**config.mk**
```make
export PLATFORM = sky130hd
export DESIGN_NAME = store_queue
export DESIGN_NICKNAME = d
export VERILOG_FILES = /design/src/rtl/store_queue.sv
export SDC_FILE = /design/constraint.sdc
export NUM_CORES = 1
export LEC_CHECK = 0
export BUFFER_PORTS_ARGS = -buffer_cell sky130_fd_sc_hd__buf_2
export CORE_UTILIZATION = 47
export CTS_CLUSTER_DIAMETER = 40
export DETAILED_ROUTE_END_ITERATION = 16
export PLACE_DENSITY_LB_ADDON = 0.2
export SLEW_MARGIN = 20
export SYNTH_ARGS = -nofsm -noshare
export SYNTH_HDL_FRONTEND = slang
export SYNTH_SLANG_ARGS = --single-unit
export TNS_END_PERCENT = 10
```
**constraint.sdc**
```tcl
create_clock -name clk -period 12.1 [get_ports clk]
set_input_delay 1.21 -clock clk [delete_from_list [all_inputs] [get_ports clk]]
set_output_delay 1.21 -clock clk [all_outputs]
set_load 0.02 [all_outputs]
```
**src/rtl/store_queue.sv**
```systemverilog
// -----------------------------------------------------------------------------
// store_queue
//
// Store queue for the data-memory stage. It holds committed stores in a
// circular FIFO until the data cache accepts them. Byte and half stores to the
// word held in the youngest entry are merged into that entry. Loads look up
// every queued entry at once and take each requested byte from the youngest
// entry that holds it.
//
// Ports
//   clk, reset                   clock; synchronous active-high reset
//   st_valid/st_addr/st_data/st_size/st_ready
//                                store request. Data is right-aligned and the
//                                store is accepted on st_valid & st_ready.
//   ld_valid/ld_addr/ld_size     combinational load lookup
//   ld_hit/ld_conflict/ld_data   lookup result. ld_data is shifted to lane 0
//                                and is zero unless ld_hit is set.
//   drain_valid/drain_ready/drain_addr/drain_data/drain_mask
//                                head entry toward the cache write port
//   count, empty                 occupancy
// -----------------------------------------------------------------------------
module store_queue #(
    parameter int XLEN   = 32,
    parameter int ADDR_W = 32,
    parameter int DEPTH  = 4
) (
    input  logic                     clk,
    input  logic                     reset,
    input  logic                     st_valid,
    input  logic [ADDR_W-1:0]        st_addr,
    input  logic [XLEN-1:0]          st_data,
    input  logic [1:0]               st_size,
    output logic                     st_ready,
    input  logic                     ld_valid,
    input  logic [ADDR_W-1:0]        ld_addr,
    input  logic [1:0]               ld_size,
    output logic                     ld_hit,
    output logic                     ld_conflict,
    output logic [XLEN-1:0]          ld_data,
    output logic                     drain_valid,
    input  logic                     drain_ready,
    output logic [ADDR_W-1:0]        drain_addr,
    output logic [XLEN-1:0]          drain_data,
    output logic [XLEN/8-1:0]        drain_mask,
    output logic [$clog2(DEPTH):0]   count,
    output logic                     empty
);
    localparam int NB  = XLEN / 8;
    localparam int OFF = $clog2(NB);
    localparam int PW  = $clog2(DEPTH);
    localparam int CW  = PW + 1;
    localparam int WA  = ADDR_W - OFF;
    localparam logic [CW-1:0] CNT_TWO  = CW'(2);
    localparam logic [CW-1:0] CNT_FULL = CW'(DEPTH);

    // Offset forced down to the natural alignment of the access size.
    function automatic logic [OFF-1:0] align_off(input logic [ADDR_W-1:0] a,
                                                 input logic [1:0]        sz);
        logic [OFF-1:0] o;
        o = a[OFF-1:0];
        case (sz)
            2'b00:   o = a[OFF-1:0];
            2'b01:   o[0] = 1'b0;
            default: o = '0;
        endcase
        return o;
    endfunction

    // Lane enables of an access: size-width ones moved up to the aligned offset.
    function automatic logic [NB-1:0] size_mask(input logic [1:0]     sz,
                                                input logic [OFF-1:0] o);
        logic [NB-1:0] m;
        case (sz)
            2'b00:   m = NB'(1);
            2'b01:   m = NB'(3);
            default: m = '1;
        endcase
        return m << o;
    endfunction

    // Entry storage
    logic [WA-1:0]   waddr_mem [DEPTH];
    logic [XLEN-1:0] data_mem  [DEPTH];
    logic [NB-1:0]   mask_mem  [DEPTH];
    logic [DEPTH-1:0] valid_reg;
    logic [PW-1:0]   head_reg;
    logic [PW-1:0]   tail_reg;
    logic [CW-1:0]   count_reg;
    logic [CW-1:0]   count_next;

    // Store-side decode
    logic [OFF-1:0]  st_off;
    logic [NB-1:0]   st_mask;
    logic [XLEN-1:0] st_bmask;
    logic [XLEN-1:0] st_data_sh;
    logic [WA-1:0]   st_waddr;
    logic [PW-1:0]   tail_prev;
    logic            merge_possible;
    logic            st_fire;
    logic            do_merge;
    logic            do_alloc;
    logic            pop;

    assign st_off     = align_off(st_addr, st_size);
    assign st_mask    = size_mask(st_size, st_off);
    assign st_data_sh = st_data << {st_off, 3'b000};
    assign st_waddr   = st_addr[ADDR_W-1:OFF];
    assign tail_prev  = tail_reg - 1'b1;

    // The merge target is the youngest entry; requiring two entries keeps it
    // away from the head, so a merge never races a drain of the same entry.
    assign merge_possible = st_valid && (count_reg >= CNT_TWO)
                            && (waddr_mem[tail_prev] == st_waddr);
    assign st_ready = (count_reg < CNT_FULL) || merge_possible;
    assign st_fire  = st_valid && st_ready;
    assign do_merge = st_fire && merge_possible;
    assign do_alloc = st_fire && !merge_possible;
    assign pop      = drain_valid && drain_ready;

    assign count_next = count_reg + CW'(do_alloc) - CW'(pop);

    // Load-side decode
    logic [OFF-1:0]  ld_off;
    logic [NB-1:0]   ld_mask;
    logic [XLEN-1:0] ld_bmask;
    logic [WA-1:0]   ld_waddr;
    logic [DEPTH-1:0] ent_match;
    logic [NB-1:0]   fwd_cov;
    logic [XLEN-1:0] fwd_data;
    logic [NB-1:0]   req_cov;
    logic            all_cov;

    assign ld_off   = align_off(ld_addr, ld_size);
    assign ld_mask  = size_mask(ld_size, ld_off);
    assign ld_waddr = ld_addr[ADDR_W-1:OFF];

    genvar gi;
    generate
        for (gi = 0; gi < NB; gi++) begin : g_lane
            assign st_bmask[gi*8 +: 8] = {8{st_mask[gi]}};
            assign ld_bmask[gi*8 +: 8] = {8{ld_mask[gi]}};
        end
        for (gi = 0; gi < DEPTH; gi++) begin : g_match
            assign ent_match[gi] = valid_reg[gi] && (waddr_mem[gi] == ld_waddr);
        end
    endgenerate

    // Walk entries from oldest (head) to youngest. A later hit overwrites an
    // earlier one, so each lane ends up holding the youngest copy of its byte.
    always_comb begin
        logic [PW-1:0] idx;
        fwd_cov  = '0;
        fwd_data = '0;
        idx      = '0;
        for (int k = 0; k < DEPTH; k++) begin
            idx = head_reg + PW'(k);
            for (int b = 0; b < NB; b++) begin
                if (ent_match[idx] && mask_mem[idx][b]) begin
                    fwd_cov[b]          = 1'b1;
                    fwd_data[b*8 +: 8]  = data_mem[idx][b*8 +: 8];
                end
            end
        end
    end

    assign req_cov     = fwd_cov & ld_mask;
    assign all_cov     = (req_cov == ld_mask);
    assign ld_hit      = ld_valid && all_cov;
    assign ld_conflict = ld_valid && (|req_cov) && !all_cov;
    assign ld_data     = ld_hit ? ((fwd_data & ld_bmask) >> {ld_off, 3'b000})
                                : '0;

    // Control state
    always_ff @(posedge clk) begin
        if (reset) begin
            head_reg  <= '0;
            tail_reg  <= '0;
            count_reg <= '0;
            valid_reg <= '0;
        end else begin
            if (do_alloc) begin
                tail_reg            <= tail_reg + 1'b1;
                valid_reg[tail_reg] <= 1'b1;
            end
            if (pop) begin
                head_reg            <= head_reg + 1'b1;
                valid_reg[head_reg] <= 1'b0;
            end
            count_reg <= count_next;
        end
    end

    // Entry payload; validity is tracked separately so no reset is needed.
    // Allocation stores only the enabled lanes so unused lanes read as zero.
    always_ff @(posedge clk) begin
        if (do_alloc) begin
            waddr_mem[tail_reg] <= st_waddr;
            data_mem[tail_reg]  <= st_data_sh & st_bmask;
            mask_mem[tail_reg]  <= st_mask;
        end
        if (do_merge) begin
            data_mem[tail_prev] <= (data_mem[tail_prev] & ~st_bmask)
                                   | (st_data_sh & st_bmask);
            mask_mem[tail_prev] <= mask_mem[tail_prev] | st_mask;
        end
    end

    assign count       = count_reg;
    assign empty       = (count_reg == '0);
    assign drain_valid = !empty;
    assign drain_addr  = {waddr_mem[head_reg], {OFF{1'b0}}};
    assign drain_data  = data_mem[head_reg];
    assign drain_mask  = mask_mem[head_reg];

endmodule

```
==> impl_results.md <==
- Outcome: completed
- Largest net degree at the start of global routing: 80
- CTS tree: built
- Most frequent cell on the critical path: nand4_1
- Tcrit/Tclk final: 0.608
- Main combinational cell family by area after synthesis: multiplexers
- DRC Markers: 0
- I/O Buffers: 210
- PostCTS Resize Cnt: 0
- Worst slew pin tran: 1110 ps
- Max FFs per register: 128
- Initial antenna violation count: 4
- # setup viols final: 0
- Maximum clock insertion buffer count: 3
- Place WS: 5470 ps
- Vias in the first global route: 15732
- Remaining Overflow, GRT: 0
- Share of cells above drive strength 1: 0.326
- Chip width: 209 microns
- Die area: 0.0436 sq mm
- Final hold violations: 0
- Drt first-iter violations: 1967
- First-pass GRT wire length: 104000 microns
- Post-route cell area: 0.0231 sq mm
- Synth Area in Compound Gates: 0.102
- Synth Area in XOR/XNOR: 0.0741
- CTS Root Cell: clkbuf_16
- Crit start category: register
- PwrDens: 190 mW/mm^2
- Avg WL per Cell: 29.6 microns
- Arrival @ worst endpoint: 6150 ps
- Synth Area in Adders: 0.00784
- Top_reg_cell synth: edfxtp_1
- Crit path from: head_reg[1]
- Ys async rst share: 0
- Top flop regs: data_mem (128), waddr_mem (120), mask_mem (16)
- Setup crit end kind: primary output
- Post-layout nets: 1930
- Antenna Nets Post-Route: 0
- # Post-CTS Setup Buffers: 0
- Ordered list of cells on the worst path: inv_1 > ha_4 > buf_4 > nor2b_1 > nand4_1 > nor4_1 > nand4_1 > o2111ai_2 > o21bai_1 > o21a_1 > a221oi_1 > a2111oi_2 > buf_2
- Drt via density: 6.85
- Clk_skew: 30.3 ps
- Post-route setup slack: 4740 ps
- CTS Buf Count: 49
- Die Span Y: 209 microns
- CP Data Required Time: 10890 ps
- Max FO, Critical Path: 79
- Slew Viols, Final: 0
- Core Region: 0.0420 sq mm
- Hold crit path type: reg -> reg
- Area leader, netlist: edfxtp_1
- Final HPWL DP: 50400 microns
- Vias: 16424
- Synth Area in Simple Gates: 0.137
- EDFF count, synth: 264
- Clk slew on worst S/H paths: 50 ps
- Post-route insts no fill: 2396
- Area contributors post-synth: edfxtp_1 (39%), mux4_2 (19%), xnor2_1 (5.2%), nand4_1 (3.5%), mux2i_1 (2.5%)
- Post-synthesis sequential area ratio: 0.407
- Hold_sp: valid_reg[0]
- Max capacitance violation total: 0
- Average size of a mapped cell: 12.2 sq um
- Fmax: 136 MHz
- Placed instance area: 0.0215 sq mm
- Fin crit period: 7360 ps
- Row count: 75
- Gate Count Post-Synth: 1646
- Ys Warns: 0
- Worst path slowest cell: nor2b_1
- Syn Std Cell Area: 0.0201 sq mm
- RSZ-0062 raised after global routing: false
- H-tree levels: 2
- Placed Cells: 2301
- # IOs: 213
- Rel. slew slack: 0.254
- Final TNS setup: 0 ps
- Worst-skew pair later-pin latency: 610 ps
- Slowest cell delay on critical path: 830 ps
- Routability cong.: 1.01
- Leak: 7.67 nW
- Initial Util: 0.478
- R2R Path Start: tail_reg[0]
- Maximum vdd drop: 0.182 mV
- CP Class: reg -> out
- 1st-pass router iterations: 6
- Layout area overhead: 14.8%
- Biggest register: data_mem
- Final wirelength: 71000 microns
- Multiplexer share of the synthesized area: 0.229
- Clock sink count: 277
- Distinct cells, synth: 81
- Seq cells post-synth: 277
- Top cell type's share of synthesized area: 0.394
- Hold Buf Count CTS: 0
- Total Routing Usage GR: 0.324
-- stage by stage --
| step | total power [W] | util | hold WS, ps |
|---|---|---|---|
| finish | 0.00439 | 0.549 | 554 |
| global route | 0.00456 | 0.549 | 565 |
| floorplan | 0.00253 | - | 456 |
| detailed placement | 0.00304 | 0.510 | 537 |
| CTS | 0.00440 | 0.548 | 549 |
| global placement | 0.00303 | 0.510 | 527 |
-- where the power goes --
part	total, W	internal (W)	leakage (nW)	switching (W)
clock	0.00134	0.000801	0.773	0.000540
sequential	0.00132	0.00117	2.53	0.000144
combinational	0.00173	0.000715	4.36	0.00102
total	0.00439	0.00269	7.67	0.00170
-- layer usage --
layer  global-route usage  up-vias  wire (microns)
met3               0.0556      165            6850
met4                0.118        4            2530
met5                    0        -              26
li1                     -     6959               -
met2                0.504     1005           32700
met1                0.457     8291           28900
-- cell families after synthesis --
logic type | count (synthesis)
flip-flops | 277
AND/OR/NAND/NOR | 495
other | 1
multiplexers | 245
AO/OA/AOI/OAI | 296
buffers and inverters | 173
XOR/XNOR | 147
adder cells (fa/ha/maj) | 12
-- critical path, delay by kind of cell, from the launching register on --
kind	cells	cell delay [ps]
flip-flops	1	320
AO/OA/AOI/OAI	5	2020
AND/OR/NAND/NOR	4	1470
buffers and inverters	3	1120
adder cells (fa/ha/maj)	1	590
-- final timing paths --
path / to / slack [ps] / depth (start not counted)
setup / recovery: ld_data[5] / 4740 / 13
hold / removal: valid_reg[0] / 550 / 1
hold reg to reg: valid_reg[0] / 550 / 1
setup reg to reg: data_mem[3][15] / 5780 / 13
-- final cells by class --
class,instances,area [sq um]
clock inverters,35,327
repair buffers,243,1300
flip-flops and latches,277,8200
fillers,3598,19000
clock buffers,57,1280
multi-input cells,1197,11100
inverters,45,169
diodes,3,7.51
well taps,539,674
-- cells in the final DEF (no fill, tap or decap), types with 56 or more instances in the layout --
master	Yosys	layout
nand4_1	112	112
buf_2	38	210
edfxtp_1	264	264
xnor2_1	119	119
a21oi_1	89	89
o21ai_0	57	56
nor2_1	75	73
mux4_2	170	170
nand3_1	63	63
nand2_1	115	115
-- synth_stat cells, drive strengths merged (3+ instances only) --
cell and instances:
edfxtp 264, mux4 170, xnor2 146, nand2 116, nand4 114, a21oi 90
buf 83, nor2 75, nand3 64, o21ai 57, mux2i 51, clkbuf 45
inv 44, nor3 32, mux2 24, o21a 22, nor4 17, o221ai 15
nand2b 14, dfxtp 13, nor3b 13, and2 12, o2111ai 12, and3 11
ha 11, a2111oi 10, a41oi 9, o22a 9, o31a 9, a221oi 8
a2bb2oi 8, a311oi 8, nor2b 8, o22ai 8, and4 6, o211ai 6
a31oi 5, o221a 4, o31ai 4, or2 4, nand4b 3
Note: power is estimated with default switching activity, not from simulation.
